===== src/rtl/fpga_transmitter.sv =====
// Transmit end of the FPGA-to-FPGA serial link.
// A one-entry holding buffer accepts parallel bytes. Each byte is shifted out
// MSB-first with a send qualifier, followed by a one-cycle finish pulse and a
// four-phase handshake on the receiver's acknowledge, guarded by a timeout.
//
//   state          | meaning
//   ---------------+------------------------------------------------------
//   S_IDLE         | no frame in flight; starts when buffer full and ack=0
//   S_SHIFT        | one bit per cycle on o_data, o_send=1
//   S_FINISH       | one-cycle o_finish pulse after the last bit
//   S_WAIT_ACK     | waiting for acknowledge=1, bounded by ACK_TIMEOUT
//   S_WAIT_RELEASE | waiting for acknowledge=0 to close the handshake
module fpga_transmitter #(
    parameter int DATA_WIDTH  = 8,
    parameter int ACK_TIMEOUT = 255
) (
    input  logic                  i_clock,
    input  logic                  i_reset,
    input  logic [DATA_WIDTH-1:0] i_data_in,
    input  logic                  i_load,
    output logic                  o_ready,
    output logic                  o_data,
    output logic                  o_send,
    output logic                  o_finish,
    input  logic                  i_acknowledge,
    output logic                  o_busy,
    output logic                  o_timeout_error
);

    localparam int BIT_W = (DATA_WIDTH > 1) ? $clog2(DATA_WIDTH) : 1;
    localparam int TMO_W = (ACK_TIMEOUT > 1) ? $clog2(ACK_TIMEOUT) : 1;
    localparam logic [BIT_W-1:0] BIT_LAST = BIT_W'(DATA_WIDTH - 1);
    localparam logic [TMO_W-1:0] TMO_LAST = TMO_W'(ACK_TIMEOUT - 1);

    typedef enum logic [2:0] {
        S_IDLE         = 3'd0,
        S_SHIFT        = 3'd1,
        S_FINISH       = 3'd2,
        S_WAIT_ACK     = 3'd3,
        S_WAIT_RELEASE = 3'd4
    } state_t;

    state_t                  r_state;
    state_t                  w_state_next;

    logic [DATA_WIDTH-1:0]   r_buf;
    logic [DATA_WIDTH-1:0]   r_shift;
    logic [BIT_W-1:0]        r_bit_cnt;
    logic [TMO_W-1:0]        r_tmo_cnt;
    logic                    r_ready;
    logic                    r_data;
    logic                    r_send;
    logic                    r_finish;
    logic                    r_busy;
    logic                    r_timeout_error;

    logic                    w_accept;
    logic                    w_start;
    logic                    w_timeout;
    logic [DATA_WIDTH-1:0]   w_shift_next;
    logic                    w_ready_next;
    logic                    w_data_next;
    logic                    w_send_next;
    logic                    w_finish_next;
    logic                    w_busy_next;
    logic                    w_err_next;

    // r_ready doubles as the "holding buffer empty" flag.
    assign w_accept  = i_load && r_ready;
    assign w_start   = (r_state == S_IDLE) && !r_ready && !i_acknowledge;
    assign w_timeout = (r_state == S_WAIT_ACK) && !i_acknowledge && (r_tmo_cnt == TMO_LAST);

    // State register.
    always_ff @(posedge i_clock or posedge i_reset) begin
        if (i_reset) begin
            r_state <= S_IDLE;
        end else begin
            r_state <= w_state_next;
        end
    end

    // Next-state decode.
    always_comb begin
        w_state_next = r_state;
        case (r_state)
            S_IDLE:         if (w_start) w_state_next = S_SHIFT;
            S_SHIFT:        if (r_bit_cnt == BIT_LAST) w_state_next = S_FINISH;
            S_FINISH:       w_state_next = S_WAIT_ACK;
            S_WAIT_ACK: begin
                if (i_acknowledge)      w_state_next = S_WAIT_RELEASE;
                else if (w_timeout)     w_state_next = S_IDLE;
            end
            S_WAIT_RELEASE: if (!i_acknowledge) w_state_next = S_IDLE;
            default:        w_state_next = S_IDLE;
        endcase
    end

    // Next values of the registered outputs, derived from the state being entered
    // so that every output lines up with its state without a combinational path.
    always_comb begin
        w_shift_next  = r_shift;
        if (w_start) begin
            w_shift_next = r_buf;
        end else if (r_state == S_SHIFT) begin
            w_shift_next = r_shift << 1;
        end
        w_ready_next  = r_ready;
        if (w_accept) begin
            w_ready_next = 1'b0;
        end else if (w_start) begin
            w_ready_next = 1'b1;
        end
        w_err_next    = r_timeout_error;
        if (w_start) begin
            w_err_next = 1'b0;
        end else if (w_timeout) begin
            w_err_next = 1'b1;
        end
        w_send_next   = (w_state_next == S_SHIFT);
        w_data_next   = (w_state_next == S_SHIFT) && w_shift_next[DATA_WIDTH-1];
        w_finish_next = (w_state_next == S_FINISH);
        w_busy_next   = (w_state_next != S_IDLE);
    end

    // Datapath, counters and output registers.
    always_ff @(posedge i_clock or posedge i_reset) begin
        if (i_reset) begin
            r_buf           <= '0;
            r_shift         <= '0;
            r_bit_cnt       <= '0;
            r_tmo_cnt       <= '0;
            r_ready         <= 1'b1;
            r_data          <= 1'b0;
            r_send          <= 1'b0;
            r_finish        <= 1'b0;
            r_busy          <= 1'b0;
            r_timeout_error <= 1'b0;
        end else begin
            if (w_accept) begin
                r_buf <= i_data_in;
            end
            r_shift <= w_shift_next;
            if (w_start) begin
                r_bit_cnt <= '0;
            end else if ((r_state == S_SHIFT) && (r_bit_cnt != BIT_LAST)) begin
                r_bit_cnt <= r_bit_cnt + 1'b1;
            end
            if (r_state == S_FINISH) begin
                r_tmo_cnt <= '0;
            end else if ((r_state == S_WAIT_ACK) && !i_acknowledge && !w_timeout) begin
                r_tmo_cnt <= r_tmo_cnt + 1'b1;
            end
            r_ready         <= w_ready_next;
            r_data          <= w_data_next;
            r_send          <= w_send_next;
            r_finish        <= w_finish_next;
            r_busy          <= w_busy_next;
            r_timeout_error <= w_err_next;
        end
    end

    assign o_ready         = r_ready;
    assign o_data          = r_data;
    assign o_send          = r_send;
    assign o_finish        = r_finish;
    assign o_busy          = r_busy;
    assign o_timeout_error = r_timeout_error;

endmodule


===== config.mk =====
export PLATFORM = sky130hd
export DESIGN_NAME = fpga_transmitter
export DESIGN_NICKNAME = d
export VERILOG_FILES = /design/src/rtl/fpga_transmitter.sv
export SDC_FILE = /design/constraint.sdc
export NUM_CORES = 1
export LEC_CHECK = 0
export CAP_MARGIN = 20
export CORE_MARGIN = 2
export CORE_UTILIZATION = 49
export CTS_CLUSTER_DIAMETER = 200
export DETAILED_ROUTE_END_ITERATION = 12
export PLACE_DENSITY = 0.74
export SLEW_MARGIN = 20
export SYNTH_ARGS = -nofsm -noshare
export SYNTH_HDL_FRONTEND = slang
export SYNTH_SLANG_ARGS = --single-unit
export TNS_END_PERCENT = 1

===== constraint.sdc =====
create_clock -name i_clock -period 1.7 [get_ports i_clock]
set_clock_uncertainty 0.2 [all_clocks]
set_input_delay 0.255 -clock i_clock [delete_from_list [all_inputs] [get_ports i_clock]]
set_output_delay 0.255 -clock i_clock [all_outputs]
set_load 0.03 [all_outputs]

==> flow_summary.toml <==
[worst_setup_path]
cp.required_ns = 1.72
cp-end-kind = "register"
crit_buf_inv = 0
slowest_delay_ns = 0.44
path_class = "reg -> reg"
worst_path_max_delay_cell = "dfrtp_1"
cpLargestDelayFamily = "simple AND/OR/NAND/NOR gates"
start_kind = "register"
path_cells = "and4bb_2 > o211ai_1 > nor2_1 > mux2_4"
arrival_ns = 1.80
cp_max_fo = 5

[logic_synthesis]
synth_top_area_share_pct = 56.1
yosysUniqueCellTypes = 34
synth_cells = 129
synth-main-ff-cell = "dfrtp_1"
async_flop_share_pct = 100
avgSynthCellArea_sq_um = 12.1
seq_area_frac_synth_pct = 57.8
synth_area_leaders = "dfrtp_1, mux2_2, a22o_1"
synth_nets = 145
yosysWarningCount = 0
synth-edff-count = 0
netlist_area_sq_um = 1560
ys_ff_latch = 36
synth_top_area_cell = "dfrtp_1"

[cts]
cts_tree = "built"
cts_made_buffers = 5
postCtsSetupBuffers = 0
clk_path_buf_depth = 2
cts_root_buf = "clkbuf_4"
clkLatencyLatePin_ns = 0.33
hold_buffers = 0
htree_num_levels = 2
path_clk_slew_ns = 0.10
clkSinkCount = 36

[power]
seqPwrFrac_pct = 42.8
total_power_uw = 3200
leakagePower_uw = 0.000994
p_per_area_nw_per_um2 = 1570
intPower_uw = 2120
p_switching_uw = 1080
p_sw_share_pct = 33.7
ir_drop_mv = 0.890
clockPowerShare_pct = 14.5
p_comb_share_pct = 42.7

[placement]
placedCellCount = 210
dp_hpwl_mm = 2.22
place.gp.congestion = 0.770
dp_slack_ns = -0.309
port_buffers = 17

[drt]
firstDrtPassIters = 4
drc_errors = 0
first_iter_violations = 49
route.vias.total = 1149
drtAntennaViolNets = 0
wl_mm = 2.99
via_per_inst = 5.27
wl_per_cell_um = 13.7

[die]
die_area_sq_um = 3650
ios = 18
rows = 20
chipHeight_um = 60.4
start_util_pct = 51.1
die_w_um = 60.4
core_area_sq_um = 3050

[sta]
timing.final.ws_setup_ns = -0.0785
rsz0062_at_grt = "yes"
fmax_ghz = 0.562
finalMaxSlewViolations = 0
tightest_slew_ns = 0.355
period_needed_ns = 1.78
setup_viol_count_final = 4
fin_crit_sh_pct = 105
relSlewSlack_pct = 76.3
finalHoldViolations = 0

[grt]
grt_pass1_vias = 1150
grtUsageTotal_pct = 19.2
antenna_found_initial = 0
grt_max_degree = 22
grt_overflow = 0
grt_pass1_wl_mm = 5.06

[worst_hold_path]
min_path_type = "in -> async"

[finish]
layoutNonFillerInstCount = 218
fillers = 259
final_common_cell = "dfrtp_1"
mostFrequentLayoutCells = "dfrtp_1, buf_4, clkdlybuf4s50_1, nor2_1, mux2_2"
layout.nets = 189
area_delta_synth_final_pct = 30.4
final_layout_size_suffix_gt1_share_pct = 28.7
diodes = 0
fin_util_pct = 66.6

[run_status]
violations = "negative setup slack"
status = "complete, but fails checks"

[run]
maxCapViolCount = 0
-- cell type report --
| type | instances | area (sq um) | area share [%] |
|---|---|---|---|
| sequential | 36 | 902 | 44.3 |
| multi-input combinational | 86 | 673 | 33.1 |
| timing repair buffer | 39 | 327 | 16.1 |
| clock buffer | 8 | 58.8 | 2.89 |
| tap | 44 | 55.1 | 2.71 |
| inverter | 5 | 18.8 | 0.923 |
-- Yosys cell counts, types with 2 or more instances --
cell type  count
nand4_1        2
nand3b_1       2
or4_1          2
nand2b_1       2
a22o_1         8
nand3_1        2
inv_1          5
buf_2          2
mux2_2        10
a21o_1         8
dfrtp_1       35
or2_1          2
nor2_1        10
o211ai_1       2
nand2_1        7
ha_1           4
o21ai_0        2
a21oi_1        5
o31ai_1        2
nor2b_1        2
xor2_1         2
-- through the flow --
stage / hold WS (ns) / TNS, ns / instance area (sq um)
2_1_floorplan: 0.206 / 0 / 1560
3_3_place_gp: 0.262 / -4.18 / 1940
3_5_place_dp: 0.272 / -4.91 / 1940
4_1_cts: 0.0266 / -0.334 / 2000
5_1_grt: 0.0408 / -1.10 / 2030
6_report: 0.0341 / -0.187 / 2030
-- per-layer routing --
metal	share of wire [%]	track usage, %	vias up
met5	0	0	-
met4	1.7	9.32	0
met3	3.8	5.12	5
met2	50	31.4	24
met1	45	23.8	567
li1	-	-	553
-- power by group through the flow --
| stage | logic (uW) | clock network (uW) | registers, uW |
|---|---|---|---|
| 2_1_floorplan | 730 | 0 | 1420 |
| 6_report | 1360 | 465 | 1370 |
| 5_1_grt | 1510 | 526 | 1400 |
| 3_3_place_gp | 1300 | 0 | 1350 |
| 3_5_place_dp | 1370 | 0 | 1380 |
| 4_1_cts | 1350 | 488 | 1360 |
-- worst register-to-register path, stage by stage, from the launching register on --
cell,delay [ns]
dfrtp_1,0.44
and4bb_2,0.39
o211ai_1,0.14
nor2_1,0.19
mux2_4,0.32
-- state kept, by name, indices dropped and copies added (netlist names) --
name and cells:
r_buf 8, o_data 1, o_busy 1, o_finish 1, r_bit_cnt 3, o_timeout_error 1
r_tmo_cnt 8, r_shift 8, o_send 1, o_ready 1, r_state 3
-- timing repair --
item,in CTS,in global routing
endpoints found under the setup margin,20,24
resized for setup,6,8
pin swaps,1,4
-- worst paths after layout --
check	startpoint	cells after the start	to	slack (ns)
setup / recovery	r_state[2]	4	r_tmo_cnt[6]	-0.08
hold / removal	i_reset	3	r_buf[2]	0.03
setup reg to reg	r_state[2]	4	r_tmo_cnt[6]	-0.08
hold reg to reg	r_shift[3]	1	r_shift[3]	0.30
max in group asynchronous	i_reset	3	r_shift[3]	1.02
min in group i_clock	r_shift[3]	1	r_shift[3]	0.30
-- logic make-up (layout without fill, tap and decap cells) --
logic type / Yosys count / count (layout) / share of synthesized area, %
compound gates: 30 / 30 / 14.1
xor+xnor: 2 / 2 / 1.12
fa+ha+maj: 4 / 4 / 3.21
buf+inv: 7 / 52 / 1.84
flops: 36 / 36 / 57.8
mux: 11 / 11 / 7.86
simple gates: 39 / 39 / 14.0
Power figures use the tool's default switching activity.
